## src/rtl/fmul_pipe.sv

```systemverilog
// fmul_pipe: IEEE-754 single-precision multiplier with a parametrised
// pipeline depth and a valid/ready handshake.
//
// Datapath split:
//   front: operand decode, special-value classification, exponent sum and
//          four 12x12 partial products of the 24-bit significands.
//   back : partial-product sum, 1-bit normalise, rounding, range checks,
//          special-value override and pack.
// front feeds NSTAGE-1 middle registers, and back feeds the output register,
// so there are exactly NSTAGE registers between operand capture and y.
// For NSTAGE = 1 front and back form one combinational cone into the
// output register.
//
// Flow control is a simple global stall: every stage advances together when
// the output register is empty or being drained. Bubbles are not collapsed.

module fmul_pipe #(
  parameter int NSTAGE = 3,
  parameter int ROUND  = 1
) (
  input  logic        clk,
  input  logic        rstn,
  input  logic        in_valid,
  output logic        in_ready,
  input  logic [31:0] x1,
  input  logic [31:0] x2,
  output logic        out_valid,
  input  logic        out_ready,
  output logic [31:0] y,
  output logic        ovf,
  output logic        udf,
  output logic        nv
);

  // Middle-stage bundle layout, MSB first:
  //   valid(1) sign(1) esum(10) cls(3) pp_hh(24) pp_hl(24) pp_lh(24) pp_ll(24)
  localparam int MW = 111;

  // Operand-pair classes, resolved in priority order during decode.
  localparam logic [2:0] CLS_NORM = 3'd0;
  localparam logic [2:0] CLS_NAN  = 3'd1;
  localparam logic [2:0] CLS_INV  = 3'd2;
  localparam logic [2:0] CLS_INF  = 3'd3;
  localparam logic [2:0] CLS_ZERO = 3'd4;

  localparam logic [31:0] QNAN = 32'h7FC0_0000;

  if ((NSTAGE < 1) || (NSTAGE > 4)) begin : g_bad_nstage
    $error("fmul_pipe: NSTAGE must be in the range 1..4");
  end

  // Decode both operands and form the partial products. Subnormals have
  // exp = 0 and are treated as zero, so their fraction bits never matter.
  function automatic logic [MW-2:0] front_f(input logic [31:0] a,
                                            input logic [31:0] b);
    logic        sa;
    logic        sb;
    logic [7:0]  ea;
    logic [7:0]  eb;
    logic [22:0] fa;
    logic [22:0] fb;
    logic        a_nan;
    logic        b_nan;
    logic        a_inf;
    logic        b_inf;
    logic        a_zero;
    logic        b_zero;
    logic [2:0]  cls;
    logic [9:0]  esum;
    logic [23:0] ma;
    logic [23:0] mb;
    logic [23:0] pp_hh;
    logic [23:0] pp_hl;
    logic [23:0] pp_lh;
    logic [23:0] pp_ll;
    {sa, ea, fa} = a;
    {sb, eb, fb} = b;
    a_nan  = (ea == 8'hFF) && (fa != 23'd0);
    b_nan  = (eb == 8'hFF) && (fb != 23'd0);
    a_inf  = (ea == 8'hFF) && (fa == 23'd0);
    b_inf  = (eb == 8'hFF) && (fb == 23'd0);
    a_zero = (ea == 8'h00);
    b_zero = (eb == 8'h00);
    if (a_nan || b_nan) begin
      cls = CLS_NAN;
    end else if ((a_inf && b_zero) || (a_zero && b_inf)) begin
      cls = CLS_INV;
    end else if (a_inf || b_inf) begin
      cls = CLS_INF;
    end else if (a_zero || b_zero) begin
      cls = CLS_ZERO;
    end else begin
      cls = CLS_NORM;
    end
    esum  = {2'b00, ea} + {2'b00, eb} - 10'd127;
    ma    = {1'b1, fa};
    mb    = {1'b1, fb};
    pp_hh = {12'd0, ma[23:12]} * {12'd0, mb[23:12]};
    pp_hl = {12'd0, ma[23:12]} * {12'd0, mb[11:0]};
    pp_lh = {12'd0, ma[11:0]}  * {12'd0, mb[23:12]};
    pp_ll = {12'd0, ma[11:0]}  * {12'd0, mb[11:0]};
    return {sa ^ sb, esum, cls, pp_hh, pp_hl, pp_lh, pp_ll};
  endfunction

  // Sum partial products, normalise, round, range-check and pack.
  // Returns {y, ovf, udf, nv}; everything is zero for a bubble so the flags
  // are never asserted without out_valid.
  function automatic logic [34:0] back_f(input logic [MW-1:0] m);
    logic        vld;
    logic        sgn;
    logic [9:0]  esum;
    logic [2:0]  cls;
    logic [23:0] pp_hh;
    logic [23:0] pp_hl;
    logic [23:0] pp_lh;
    logic [23:0] pp_ll;
    logic [47:0] prod;
    logic        nrm;
    logic [22:0] frac;
    logic        grd;
    logic        stk;
    logic        inc;
    logic [23:0] frac_rnd;
    logic [9:0]  e_fin;
    logic [31:0] res;
    logic        o_f;
    logic        u_f;
    logic        n_f;
    {vld, sgn, esum, cls, pp_hh, pp_hl, pp_lh, pp_ll} = m;
    prod = {pp_hh, 24'd0}
         + {12'd0, pp_hl, 12'd0}
         + {12'd0, pp_lh, 12'd0}
         + {24'd0, pp_ll};
    nrm = prod[47];
    if (nrm) begin
      frac = prod[46:24];
      grd  = prod[23];
      stk  = |prod[22:0];
    end else begin
      frac = prod[45:23];
      grd  = prod[22];
      stk  = |prod[21:0];
    end
    if (ROUND != 0) begin
      inc = grd & (stk | frac[0]);
    end else begin
      inc = 1'b0;
    end
    // A carry out of the rounded fraction leaves the field at zero (1.0 x 2),
    // so only the exponent needs the extra increment.
    frac_rnd = {1'b0, frac} + {23'd0, inc};
    e_fin    = esum + {9'd0, nrm} + {9'd0, frac_rnd[23]};
    o_f = 1'b0;
    u_f = 1'b0;
    n_f = 1'b0;
    case (cls)
      CLS_NAN: begin
        res = QNAN;
      end
      CLS_INV: begin
        res = QNAN;
        n_f = 1'b1;
      end
      CLS_INF: begin
        res = {sgn, 8'hFF, 23'd0};
      end
      CLS_ZERO: begin
        res = {sgn, 31'd0};
      end
      CLS_NORM: begin
        if ($signed(e_fin) >= 10'sd255) begin
          res = {sgn, 8'hFF, 23'd0};
          o_f = 1'b1;
        end else if ($signed(e_fin) <= 10'sd0) begin
          res = {sgn, 31'd0};
          u_f = 1'b1;
        end else begin
          res = {sgn, e_fin[7:0], frac_rnd[22:0]};
        end
      end
      default: begin
        res = QNAN;
        n_f = 1'b1;
      end
    endcase
    if (vld) begin
      return {res, o_f, u_f, n_f};
    end else begin
      return 35'd0;
    end
  endfunction

  logic          adv_s;
  logic [MW-1:0] back_in_s;
  logic [34:0]   back_out_s;
  logic          out_valid_r;
  logic [31:0]   y_r;
  logic          ovf_r;
  logic          udf_r;
  logic          nv_r;

  assign adv_s      = ~out_valid_r | out_ready;
  assign in_ready   = adv_s;
  assign back_out_s = back_f(back_in_s);

  if (NSTAGE == 1) begin : g_s1
    assign back_in_s = {in_valid, front_f(x1, x2)};
  end else begin : g_sn
    logic [MW-1:0] mid_r [0:NSTAGE-2];

    // Middle stages: capture decoded operands and shift forward on advance.
    always_ff @(posedge clk or negedge rstn) begin
      if (!rstn) begin
        for (int i = 0; i < NSTAGE - 1; i++) begin
          mid_r[i] <= {MW{1'b0}};
        end
      end else if (adv_s) begin
        mid_r[0] <= {in_valid, front_f(x1, x2)};
        for (int i = 1; i < NSTAGE - 1; i++) begin
          mid_r[i] <= mid_r[i-1];
        end
      end
    end

    assign back_in_s = mid_r[NSTAGE-2];
  end

  // Output stage: load the packed result on advance, hold it while stalled.
  always_ff @(posedge clk or negedge rstn) begin
    if (!rstn) begin
      out_valid_r <= 1'b0;
      y_r         <= 32'd0;
      ovf_r       <= 1'b0;
      udf_r       <= 1'b0;
      nv_r        <= 1'b0;
    end else if (adv_s) begin
      out_valid_r <= back_in_s[MW-1];
      {y_r, ovf_r, udf_r, nv_r} <= back_out_s;
    end
  end

  assign out_valid = out_valid_r;
  assign y         = y_r;
  assign ovf       = ovf_r;
  assign udf       = udf_r;
  assign nv        = nv_r;

endmodule

```

## config.mk

```make
export PLATFORM = sky130hd
export DESIGN_NAME = fmul_pipe
export DESIGN_NICKNAME = d
export VERILOG_FILES = /design/src/rtl/fmul_pipe.sv
export SDC_FILE = /design/constraint.sdc
export NUM_CORES = 2
export LEC_CHECK = 0
export BUFFER_PORTS_ARGS = -buffer_cell sky130_fd_sc_hd__buf_2
export CORE_MARGIN = 2
export CORE_UTILIZATION = 40
export CTS_BUF_LIST = sky130_fd_sc_hd__clkbuf_4
export CTS_CLUSTER_SIZE = 24
export DETAILED_ROUTE_END_ITERATION = 10
export GPL_TIMING_DRIVEN = 0
export PLACE_DENSITY = 0.51
export SLEW_MARGIN = 40
export SYNTH_ARGS = -nofsm -noshare
export SYNTH_HDL_FRONTEND = slang
export SYNTH_SLANG_ARGS = --single-unit
```

## constraint.sdc

```tcl
create_clock -name clk -period 9.8 [get_ports clk]
set_clock_uncertainty 0.1 [all_clocks]
set_input_delay 0.98 -clock clk [delete_from_list [all_inputs] [get_ports clk]]
set_output_delay 0.98 -clock clk [all_outputs]
set_load 0.01 [all_outputs]
```

==> run metrics <==
Setup violations, final=0; Fillers=8155; slew at the pin closest to its max-slew limit=0.9005 ns; initial antenna violation count=5; DP Wirelength=80.87 mm; Crit. path cell count=29; cts hold-fix bufs=0; Adder-Cell Fraction of Synth Area=38.43%; Num CTS Buffers=67; grt total ovfl=0; Via density=5.083; most frequent cells in the layout=835 x nand2_1, 514 x inv_1, 427 x fa_1; sequential area share after synthesis=20.42%; R2R Path Start=back_in_s[13]; Hold Vio Cnt, Final=0; Bufs and invs on worst path=2; commonest non-fill, non-tap cell in the layout=nand2_1; IO Count=105; Core Rows=103; max_slew headroom=39.97%; Worst Path Max Fanout=10; nets=4609; # DRC=0; main combinational cell family by area after synthesis=adder cells; crit path to=y[17]; Worst-path clk slew=0.07 ns; Area Overhead vs Synth=8.946%; setup repair bufs after CTS=0; Period minus WS final=8.603 ns; reg-to-reg critical path endpoint=y[17]; drt pass-1 iters=5; Die Wd=285.2 um; share of post-route cells with drive strength above 1=6.620%; Largest delay share family, worst path=simple AND/OR/NAND/NOR gates; Worst R2R Path Depth=29; FMAX=0.1162 GHz; Hold WS=0.1157 ns; GRT Resource Usage Total=24.60%; Root Driver=clkbuf_4; CP endpoint kind=flip-flop; Mapped Cells=3649; maxcap violations=0; Syn Area/Cell=8.666 um2; worst hold path class=input pin to asynchronous set/reset pin; H-tree lvl count=3; die area=81320 um2; EDFF count, synth=0; vias post-DR=25010; Max Buffers Root-to-Sink=3; setup TNS=0 ns; unrepaired setup endpoints after global routing=no; final instance count without filler cells=4920; Distinct cells, synth=85; most used cell along the critical path=fa_1; WL/cell=19.94 um; core area=78610 um2; Initial DRC Count=1328; Req. time, crit path=10.32 ns; Synth Area in Simple Gates=20.27%; Final Instance Area=34450 um2; CTS tree=yes; Die Span Y=285.2 um; Routed WL=98.08 mm; pin count of the biggest net entering global routing=72; CP peak stage delay=0.66 ns; final cycle utilization of the critical path=87.79%; net count after synthesis=4432; DRT antenna net count=0; Starting Density=40.22%; Critical path origin=back_in_s[13]; Port Buffers=104; Ys Warns=0; post-cts sizing count=0; Reg2Reg Setup Slack=1.20 ns; type of the worst setup path=flip-flop to flip-flop; count of state elements after synthesis=258; dpl cell area=33590 um2; post-synthesis mux area share=0.1622%; XOR/XNOR share of the synthesized area=3.514%; CP max-delay cell=nor3_1; Post-Syn Area=31620 um2; run status=complete, no violations; dpl cells=4807; GP Congestion=0.9065; critical path launch point type=flip-flop; Post-synth top flop=dfrtp_1; max-slew violation count=0; arrival time worst endpoint=9.13 ns; FFs w/ async S/R, synth=100.0%; vias in the first global route=25870; Worst-Skew Late Latency=0.74 ns; Synth Area in Compound Gates=9.176%; first-pass GRT wire length=153.5 mm; Sink Count=258
[final cells by class]
class	count	area (um2)	area share [%]
sequential	258	6456	18.74
multi-input combinational	2715	22660	65.78
timing repair buffer	108	624.3	1.812
buffer	158	608.1	1.765
clock inverter	16	127.6	0.3705
clock buffer	94	705.7	2.048
inverter	518	1944	5.644
tap	1050	1314	3.813
antenna	3	7.507	0.02179
[worst min-delay path by stage]
stage / start / to / depth (start not counted)
global placement: g_sn.mid_r[138] / g_sn.mid_r[138] / 2
detailed placement: g_sn.mid_r[139] / back_in_s[28] / 2
CTS: rstn / back_in_s[97] / 1
global route: rstn / g_sn.mid_r[215] / 1
finish: rstn / y[28] / 1
floorplan: g_sn.mid_r[111] / g_sn.mid_r[111] / 2
[per-layer routing]
layer  GRT usage, %  vias up  share of wire [%]
met2          41.65      529                 47
met1          32.91    12430                 45
met4          6.662        2                2.5
met3          3.592      138                4.6
met5              0        -             0.0082
li1               -    11910                  -
[sequential cells by signal, summed over array words and instances (netlist names)]
register / flops
ovf: 1
y: 32
udf: 1
g_sn.mid_r: 111
nv: 1
out_valid: 1
back_in_s: 111
[metrics by stage]
stage	util [%]	worst slack, ns
2_1_floorplan	-	2.811
3_3_place_gp	42.56	0.8566
3_5_place_dp	42.73	1.190
4_1_cts	43.79	1.121
5_1_grt	43.82	0.5630
6_report	43.82	1.197
[logic make-up (layout without fill, tap and decap cells)]
logic type                 after synthesis  after routing
adders and majority gates              715            715
other                                    0              3
AOI/OAI and AO/OA                      451            451
buffers and inverters                  676            894
xor gates and xnor gates               126            126
and+or+nand+nor                       1418           1418
muxes                                    5              5
DFF                                    258            258
[worst reg2reg max path: cells and delay by family, from the launching register on]
family / cells / cell delay (ns)
adder cells (fa/ha/maj): 5 / 1.86
buffers and inverters: 2 / 0.88
AO/OA/AOI/OAI: 8 / 1.51
AND/OR/NAND/NOR: 13 / 3.48
XOR/XNOR: 1 / 0.25
flip-flops: 1 / 0.41
[synth_stat cells (6+ instances only)]
master	instances	share of area (%)
and2_1	240	4.7
a21o_1	35	0.83
a211oi_1	13	0.31
dfrtp_1	258	20
o211ai_1	17	0.40
xnor2_1	65	1.8
a21oi_1	138	2.2
o21ai_1	13	0.21
nor3_1	36	0.57
o21bai_1	12	0.28
a21boi_0	11	0.26
or3_1	12	0.24
a211o_1	9	0.25
nand2_1	835	9.9
xor2_1	60	1.7
a31oi_1	6	0.12
and3_1	14	0.28
inv_1	514	6.1
nand4_1	16	0.32
ha_1	288	11
nand2b_1	14	0.28
nor2_1	144	1.7
clkbuf_1	152	1.8
o21ai_0	111	1.8
nor2b_1	10	0.20
nand3_1	44	0.70
fa_1	427	27
nor4_1	23	0.46
o31ai_1	15	0.36
Power is left out: the tool's default activity adds up to more than one toggle a clock period on the data nets, which glitch-free logic cannot reach.
